==> config.mk <==
export PLATFORM = sky130hd
export DESIGN_NAME = match_pipe_flat
export DESIGN_NICKNAME = d
export VERILOG_FILES = /design/src/rtl/match_pipe_pkg.sv /design/src/rtl/fixedp.sv /design/src/rtl/match_pipe_ctl.sv /design/src/rtl/match_pipe.sv /design/src/flat_wrapper.sv
export SDC_FILE = /design/constraint.sdc
export NUM_CORES = 1
export LEC_CHECK = 0
export ABC_AREA = 1
export BUFFER_PORTS_ARGS = -buffer_cell sky130_fd_sc_hd__buf_2
export CORE_MARGIN = 1.5
export CORE_UTILIZATION = 60
export CTS_BUF_LIST = sky130_fd_sc_hd__clkbuf_4
export DETAILED_ROUTE_END_ITERATION = 10
export GPL_TIMING_DRIVEN = 0
export PLACE_DENSITY_LB_ADDON = 0.3
export SETUP_SLACK_MARGIN = 0.3
export SYNTH_ARGS = -nofsm -noshare
export SYNTH_HDL_FRONTEND = slang
export SYNTH_SLANG_ARGS = --single-unit
==> constraint.sdc <==
create_clock -name g_clk -period 7.45 [get_ports g_clk]
set_input_delay 1.49 -clock g_clk [delete_from_list [all_inputs] [get_ports g_clk]]
set_output_delay 1.49 -clock g_clk [all_outputs]
set_load 0.01 [all_outputs]
==> src/rtl/match_pipe_pkg.sv <==
// Shared types and helpers for the delay-matching pipe.
// Imported by the control block and the pipe top.
package match_pipe_pkg;

  typedef enum logic {
    RUN   = 1'b0,
    DRAIN = 1'b1
  } mp_state_t;

  function automatic int mp_clamp(input int req, input int hi);
    int r;
    r = req;
    if (r < 1) r = 1;
    if (r > hi) r = hi;
    return r;
  endfunction

endpackage

==> src/rtl/fixedp.sv <==
// Clock/reset bundle shared by the fixed-point operator datapaths.
// CROSSP_LAT is the cross-product latency that matched pipes adopt.
interface fixedp #(
  parameter int CROSSP_LAT = 3
);
  logic clk;
  logic reset_l;

  modport sink (
    input clk,
    input reset_l
  );
endinterface

==> src/rtl/match_pipe_ctl.sv <==
// Delay switch FSM, in-flight counter and active/pending delay.
// Drains the active window before a new delay takes effect.
module match_pipe_ctl
  import match_pipe_pkg::*;
#(
  parameter int MAX_DELAY     = 16,
  parameter int DEFAULT_DELAY = 1,
  parameter int DW            = $clog2(MAX_DELAY + 1)
) (
  input  logic          clk,
  input  logic          rst_n,
  input  logic          ce,
  input  logic          flush,
  input  logic          i_valid,
  input  logic          o_valid,
  input  logic [DW-1:0] delay_req,
  input  logic          delay_load,
  output logic          in_ready,
  output logic [DW-1:0] delay_cur,
  output logic [DW-1:0] inflight,
  output logic          clr_valid
);

  mp_state_t     state_q, state_d;
  logic [DW-1:0] pend_q, pend_d;
  logic [DW-1:0] cur_q, cur_d;
  logic [DW-1:0] cnt_q, cnt_d;
  logic [DW-1:0] req_c;
  logic          accept;
  logic          consume;

  assign req_c   = DW'(mp_clamp(int'(delay_req), MAX_DELAY));
  assign accept  = ce & i_valid & (state_q == RUN);
  assign consume = ce & o_valid;

  always_comb begin
    state_d   = state_q;
    pend_d    = pend_q;
    cur_d     = cur_q;
    cnt_d     = cnt_q;
    clr_valid = flush;
    if (accept && !consume) cnt_d = cnt_q + DW'(1);
    else if (!accept && consume) cnt_d = cnt_q - DW'(1);
    unique case (state_q)
      RUN: begin
        if (delay_load && req_c != cur_q) begin
          pend_d  = req_c;
          state_d = DRAIN;
        end
      end
      DRAIN: begin
        if (delay_load) pend_d = req_c;
        // window empty: switch, and drop stale entries past the old window
        if (cnt_q == '0) begin
          cur_d     = pend_d;
          state_d   = RUN;
          clr_valid = 1'b1;
        end
      end
      default: state_d = RUN;
    endcase
    if (flush) cnt_d = '0;
  end

  always_ff @(posedge clk) begin
    if (!rst_n) begin
      state_q <= RUN;
      pend_q  <= DW'(DEFAULT_DELAY);
      cur_q   <= DW'(DEFAULT_DELAY);
      cnt_q   <= '0;
    end else begin
      state_q <= state_d;
      pend_q  <= pend_d;
      cur_q   <= cur_d;
      cnt_q   <= cnt_d;
    end
  end

  assign in_ready  = (state_q == RUN);
  assign delay_cur = cur_q;
  assign inflight  = cnt_q;

endmodule

==> src/rtl/match_pipe.sv <==
// Runtime-configurable valid-tagged delay pipe for side-band data.
// Stage array plus a registered-stage output mux at delay_cur-1.
module match_pipe
  import match_pipe_pkg::*;
#(
  parameter int WIDTH         = 1,
  parameter int CHANNELS      = 1,
  parameter int MAX_DELAY     = 16,
  parameter int DEFAULT_DELAY = 1,
  parameter int DW            = $clog2(MAX_DELAY + 1)
) (
  fixedp.sink                      g,
  input  logic                     ce,
  input  logic                     flush,
  input  logic                     i_valid,
  input  logic [CHANNELS*WIDTH-1:0] i,
  output logic                     in_ready,
  input  logic [DW-1:0]            delay_req,
  input  logic                     delay_load,
  output logic                     o_valid,
  output logic [CHANNELS*WIDTH-1:0] o,
  output logic [DW-1:0]            delay_cur,
  output logic [DW-1:0]            inflight
);

  localparam int CW = CHANNELS * WIDTH;

  logic [MAX_DELAY-1:0] vld;
  logic [CW-1:0]        dat [MAX_DELAY];
  logic                 clr_valid;
  logic [DW-1:0]        sel;

  match_pipe_ctl #(
    .MAX_DELAY     (MAX_DELAY),
    .DEFAULT_DELAY (DEFAULT_DELAY),
    .DW            (DW)
  ) u_ctl (
    .clk        (g.clk),
    .rst_n      (g.reset_l),
    .ce         (ce),
    .flush      (flush),
    .i_valid    (i_valid),
    .o_valid    (o_valid),
    .delay_req  (delay_req),
    .delay_load (delay_load),
    .in_ready   (in_ready),
    .delay_cur  (delay_cur),
    .inflight   (inflight),
    .clr_valid  (clr_valid)
  );

  always_ff @(posedge g.clk) begin
    if (!g.reset_l) begin
      vld <= '0;
      for (int k = 0; k < MAX_DELAY; k++) dat[k] <= '0;
    end else begin
      if (clr_valid) vld <= '0;
      else if (ce) vld <= {vld[MAX_DELAY-2:0], i_valid & in_ready};
      if (ce) begin
        dat[0] <= i;
        for (int k = 1; k < MAX_DELAY; k++) dat[k] <= dat[k-1];
      end
    end
  end

  assign sel = delay_cur - DW'(1);

  always_comb begin
    o_valid = 1'b0;
    o       = '0;
    for (int k = 0; k < MAX_DELAY; k++) begin
      if (sel == DW'(k)) begin
        o_valid = vld[k];
        o       = dat[k];
      end
    end
  end

endmodule

==> src/flat_wrapper.sv <==
// flat-port wrapper written by rule: the top's interface ports become plain ports
module match_pipe_flat import match_pipe_pkg::*;
#(
  parameter int WIDTH         = 1,
  parameter int CHANNELS      = 1,
  parameter int MAX_DELAY     = 16,
  parameter int DEFAULT_DELAY = 1,
  parameter int DW            = $clog2(MAX_DELAY + 1)
)
  (ce, flush, i_valid, i, in_ready, delay_req, delay_load, o_valid, o, delay_cur, inflight, g_clk, g_reset_l);
  fixedp g_i ();
  input  logic ce;
  input  logic flush;
  input  logic i_valid;
  input  logic [CHANNELS*WIDTH-1:0] i;
  output logic in_ready;
  input  logic [DW-1:0] delay_req;
  input  logic delay_load;
  output logic o_valid;
  output logic [CHANNELS*WIDTH-1:0] o;
  output logic [DW-1:0] delay_cur;
  output logic [DW-1:0] inflight;
  input wire logic [$bits(g_i.clk)-1:0] g_clk;
  input wire logic [$bits(g_i.reset_l)-1:0] g_reset_l;
  assign g_i.clk = g_clk;
  assign g_i.reset_l = g_reset_l;
  match_pipe #(.WIDTH(WIDTH), .CHANNELS(CHANNELS), .MAX_DELAY(MAX_DELAY), .DEFAULT_DELAY(DEFAULT_DELAY), .DW(DW)) u_core (.g(g_i), .ce(ce), .flush(flush), .i_valid(i_valid), .i(i), .in_ready(in_ready), .delay_req(delay_req), .delay_load(delay_load), .o_valid(o_valid), .o(o), .delay_cur(delay_cur), .inflight(inflight));
endmodule
# == After elaboration in Yosys (flattened, before gate mapping) ==
# Memories as Yosys holds them, arrays and structs flattened.
# Index checks and enable logic that the tools add are counted.
# word_totals
ram_bits,16
ff_bits,32
input_bits,12
mem_count,1
output_inout_bits,13
# memory_table
name,depth,word_bits,rd,rd_clocked_by_memory_dff,wr,line,source
u_core.dat,16,1,16,0,16,match_pipe.sv:29,logic [CW-1:0] dat [MAX_DELAY];
# op_classes
n_reduce_logical,11
n_eq_ne,17
n_mux,64
n_addsub,3
bitwise,22
magnitude_cmp,2
# op_table
op,n
1-bit 2-to-1 mux,56
5-bit by 4-bit equality test with 1-bit output (second input constant),8
32-bit by 6-bit greater-than comparator with 1-bit output (second input constant),1
5-bit 2-to-1 mux,6
5-bit by 3-bit equality test with 1-bit output (second input constant),4
1-bit OR,16
5-bit by 2-bit equality test with 1-bit output (second input constant),2
5-bit logical NOT,2
5-bit one-hot mux with 2 select lines,1
5-bit by 1-bit subtractor with 5-bit output (second input constant),2
5-bit by 1-bit adder with 5-bit output (second input constant),1
5-bit by 1-bit equality test with 1-bit output (second input constant),1
5-bit by 1-bit less-than comparator with 1-bit output (second input constant),1
5-bit inequality test,1
1-bit bitwise AND,4
2-bit OR reduction,2
1-bit logical AND,3
1-bit logical NOT,2
2-bit inequality test (second input constant),1
1-bit inverter,2
1-bit one-hot mux with 2 select lines,1
2-bit AND reduction,1
2-bit nonzero test,1

# == Depth between registers and ports, before layout ==
# depth
ltp_word,22
mapped_depth,30
depth_no_buf,29

# == Hierarchy ==
# Synthesis repeated with hierarchy kept, for this count alone.
# unflattened
hier_cells,378
area_unflattened_um2,2678.8
# modules_own_cells
module,area_per_inst_um2,cells_each,instances,seq_area_each_um2
match_pipe,1717.9,237,1,800.8
match_pipe_ctl,960.9,141,1,320.3

# == Worst setup path before layout ==
# OpenSTA, ideal clock, no wires.
# synth_timing
path_kind,in2reg
from,in ce
to,reg u_core.u_ctl.cnt_q[4] (netlist: u_core.u_ctl.inflight[4])
setup_ns,0.124
t_arrival_ns,3.109
path_slack_ns,4.216
path_stages,13
cell_sequence,clkbuf_1 -> nand3_1 -> ha_1 -> inv_1 -> ha_1 -> nand2_1 -> nor2_1 -> a211oi_1 -> nand2_1 -> nand2_1 -> nor2_1 -> o21ai_0 -> a21oi_1
# synth_via
elab_chain_len,5
# synth_rtl
element,line,source
from (decl),flat_wrapper.sv:12,input logic ce;
1-bit bitwise AND (2 in a row),match_pipe_ctl.sv:33,assign accept = ce & i_valid & (state_q == RUN);
1-bit logical NOT,match_pipe_ctl.sv:43,else if (!accept && consume) cnt_d = cnt_q - DW'(1);
1-bit logical AND,match_pipe_ctl.sv:43,
2-bit nonzero test (no line),--,
to (signal assigned),match_pipe_ctl.sv:75,cnt_q <= cnt_d;
to (decl),match_pipe_ctl.sv:27,"logic [DW-1:0] cnt_q, cnt_d;"
# Several ways; a longest one is shown, not always the timed one.
# A chain may end at the register's enable or synchronous reset.

# == Worst setup path after layout ==
# layout_timing
from,reg u_core.u_ctl.cur_q[0] (netlist: u_core.u_ctl.delay_cur[0])
to,out o_valid
# layout_via
elab_chain_len,18
# layout_rtl
element,line,source
from (decl),match_pipe_ctl.sv:26,"logic [DW-1:0] cur_q, cur_d;"
from (signal assigned),match_pipe_ctl.sv:69,cur_q <= DW'(DEFAULT_DELAY);
from (signal assigned),match_pipe_ctl.sv:74,cur_q <= cur_d;
5-bit by 1-bit subtractor with 5-bit output *,match_pipe.sv:66,assign sel = delay_cur - DW'(1);
5-bit logical NOT,match_pipe.sv:72,if (sel == DW'(k)) begin
1-bit 2-to-1 mux (15 in a row),match_pipe.sv:72,
1-bit 2-to-1 mux *,match_pipe.sv:72,
to (decl),flat_wrapper.sv:19,output logic o_valid;
# Every way passes the cells marked *; elsewhere a longest branch is shown, timed or not.

==> impl_summary.txt <==
----------------------------------------------------
[Outcome]
  Result of the run ... finished clean

[Logic synthesis]
  Count of mapped cells out of synthesis ... 364
  Register area share after synthesis ... 0.403
  Number of flip-flops and latches in the synthesized netlist ... 48
  FFs w/ async S/R, synth ... 0
  Mean Syn Cell Area ... 7.02 sq um
  Number of flops mapped to enable cells by yosys ... 7
  Largest cells by area after synthesis ... dfxtp_1, nand2_1, edfxtp_1, inv_1, a21oi_1
  Commonest register cell after synthesis ... dfxtp_1
  Synthesized Nets ... 382
  Library cell with the largest summed area after synthesis ... dfxtp_1
  Top-area cell type share of the netlist area ... 0.321
  Yosys warning count ... 0
  Cell area after synthesis ... 0.00256 sq mm
  Distinct cells, synth ... 33

[Timing]
  Pins Over Slew Limit ... 0
  Share of the cycle needed by the critical path after routing ... 0.526
  Setup repair after global routing missed its margin ... no
  Slew Limit Headroom ... 0.566
  Clk_skew ... 0.0143 ns
  Setup TNS ... 0 ns
  Maximum clock rate ... 0.255 GHz
  Total setup violations reported at the end of the flow ... 0
  Post-layout min period ... 3.92 ns
  Hold violation total from the final report ... 0
  Transition time at the pin with the least slew margin ... 0.650 ns

[Pwr]
  VDD IR max ... 0.101 mV
  Power Total ... 0.493 mW
  Power per cell area ... 177 mW/mm^2
  Leakage Power ... 1.24 nW

[Drt]
  # DRC ... 0
  Routed wirelength normalized by instance count ... 12.6 um
  Drt pass-1 iters ... 4
  Final wirelength ... 5630 um
  Total number of vias ... 2421
  Mean number of vias per cell ... 5.43
  Routed Antenna Nets ... 0
  Number of DRC markers after the initial detailed-route iteration ... 232

[Final layout]
  Area used by multi-input combinational logic ... 0.00126 sq mm
  Growth of design area from synthesis to finish ... 9.35%
  Fraction of layout cells with a size suffix above 1 ... 0.134
  Ant diodes ... 0
  Fill cell total of the finished layout ... 359
  Sequential cell area ... 0.00103 sq mm
  Final layout net count ... 413

[Clock network]
  Buffers from clock root to sink, at most ... 2
  Clock transition at path regs ... 0.14 ns
  Root buffer cell ... clkbuf_4
  Hold Buf Count CTS ... 0
  Worst skew pair latency ... 0.37 ns
  Number of cells upsized or downsized after cts ... 0
  Clock sink count ... 48
  Count of H-tree levels built during CTS ... 2
  Number of buffers created by CTS ... 5
  # Post-CTS Setup Buffers ... 0
  TritonCTS clock tree ... done

[Setup path]
  Nature of the critical path startpoint ... flip-flop
  Data arrival time at the worst-slack endpoint ... 2.43 ns
  Nature of the critical path endpoint ... output port
  R2R cell count ... 27
  Category of the most critical setup path ... flip-flop to output port
  Worst path required time ... 5.96 ns
  CP Max Fanout ... 9

[Placed design]
  Last weighted congestion value of the routability-driven placer ... 0.911
  Final HPWL from detailed placement ... 4260 um
  PortBufs ... 24

[Die]
  DIE WIDTH ... 68.3 um
  Height of the die ... 68.3 um
  Count of boundary I/O pins ... 25
  Core footprint ... 0.00406 sq mm
  Initial Util ... 0.630
  Standard-cell row count ... 23
  Overall die area ... 0.00466 sq mm

[Global routing]
  First-pass GRT wire length ... 9290 um
  Total congestion overflow after global routing ... 0
  Maximum number of pins on one net before global-route repair ... 17
  Initial antenna violation count ... 0
  GR Util All Layers ... 0.266
  Number of global-route vias before repair ... 2112

[Min path]
  Worst hold-check path type ... flip-flop to flip-flop
  Min-Delay Path Depth ... 2

[Run]
  Number of max-cap violations ... 0

----------------------------------------------------
cell type report:
type / count / share of cell area
Buffer: 8 / 0.0139
Clock buffer: 6 / 0.0161
Clock inverter: 2 / 0.00403
Inverter: 61 / 0.0819
Multi-Input combinational cell: 247 / 0.450
Sequential cell: 48 / 0.369
Tap cell: 50 / 0.0224
Timing Repair Buffer: 24 / 0.0430
power breakdown:
part / leakage, nW / switching, mW / internal (mW)
clock network: 0.0293 / 0.0820 / 0.0397
registers: 0.410 / 0.00769 / 0.272
logic: 0.806 / 0.0599 / 0.0317
total: 1.24 / 0.150 / 0.344
synth_stat cells, types with 2 or more instances:
| library cell | instances |
|---|---|
| dfxtp_1 | 41 |
| nor3_1 | 3 |
| inv_1 | 52 |
| a21oi_1 | 29 |
| o22ai_1 | 10 |
| or2_1 | 2 |
| clkbuf_1 | 5 |
| o21ai_0 | 15 |
| edfxtp_1 | 7 |
| nand4_1 | 10 |
| nor2_1 | 35 |
| a211oi_1 | 2 |
| ha_1 | 5 |
| a22oi_1 | 5 |
| or2_2 | 3 |
| nand2_2 | 4 |
| xnor2_1 | 2 |
| xor2_1 | 4 |
| nand2_1 | 87 |
| nor2_8 | 2 |
| nand3_1 | 22 |
| inv_2 | 8 |
stage by stage:
stage	std cells	util	setup slack [ns]	instance area (sq um)	hold slack (ns)
after floorplan	364	-	4.22	2560	0.441
after global placement	438	0.675	3.72	2740	0.452
after detailed placement	438	0.675	3.72	2740	0.453
after CTS	446	0.689	3.54	2800	0.474
after global routing	446	0.689	3.26	2800	0.496
final	446	0.689	3.53	2800	0.476
sequential cells by signal, summed over array words and instances (netlist names):
register / cells
u_core.dat: 16
u_core.u_ctl.pend_q: 5
u_core.u_ctl.inflight: 5
u_core.vld: 16
u_core.u_ctl.state_q: 1
u_core.u_ctl.delay_cur: 5
logic make-up after synthesis:
family | after synthesis | share of synthesized area
buf+inv | 69 | 0.105
fa+ha+maj | 6 | 0.0323
compound gates | 64 | 0.139
simple gates | 171 | 0.300
flops | 48 | 0.403
xor+xnor | 6 | 0.0206
cells in the final DEF, fill, tap and decap left out, types with 2 or more instances in the layout:
cell       n
xor2_1     4
o22ai_1   10
a22oi_1    5
dfxtp_1   41
inv_2      8
or2_2      3
o21ai_0   15
inv_1     52
a21oi_1   29
buf_2     25
clkinv_1   2
ha_1       5
clkbuf_4   6
nor2_1    35
nand4_1   10
edfxtp_1   7
or2_1      2
nand2_1   87
nand2_2    4
nor2_8     2
clkbuf_1   5
a211oi_1   2
xnor2_1    2
nand3_1   22
nor3_1     3
critical path, cell delays in order, from the launching register on:
cell	delay, ns
dfxtp_1	0.34
buf_6	0.14
nor2_8	0.15
nand3_1	0.20
nand2_2	0.20
nand3_1	0.08
nand2_1	0.06
o21ai_0	0.09
nand2_1	0.06
nand2_1	0.05
nand3_1	0.06
nand2_1	0.05
nand2_1	0.05
nand2_1	0.05
nand3_1	0.08
nand2_1	0.08
a21oi_1	0.16
buf_2	0.16
path summary, 6_finish.rpt:
check	end	slack, ns	startpoint
setup / recovery	o_valid	3.53	u_core.u_ctl.delay_cur[0]
hold / removal	u_core.vld[15]	0.48	u_core.vld[15]
setup reg to reg	u_core.u_ctl.inflight[4]	3.95	u_core.u_ctl.delay_cur[1]
hold reg to reg	u_core.vld[15]	0.48	u_core.vld[15]
routing by layer:
layer / global-route usage / part of all wire / vias up
met4: 0.105 / 0.026 / 0
li1: - / - / 1237
met1: 0.366 / 0.47 / 1094
met3: 0.0477 / 0.053 / 13
met5: 0 / 0 / -
met2: 0.411 / 0.45 / 77
(Power assumes the default switching activity.)
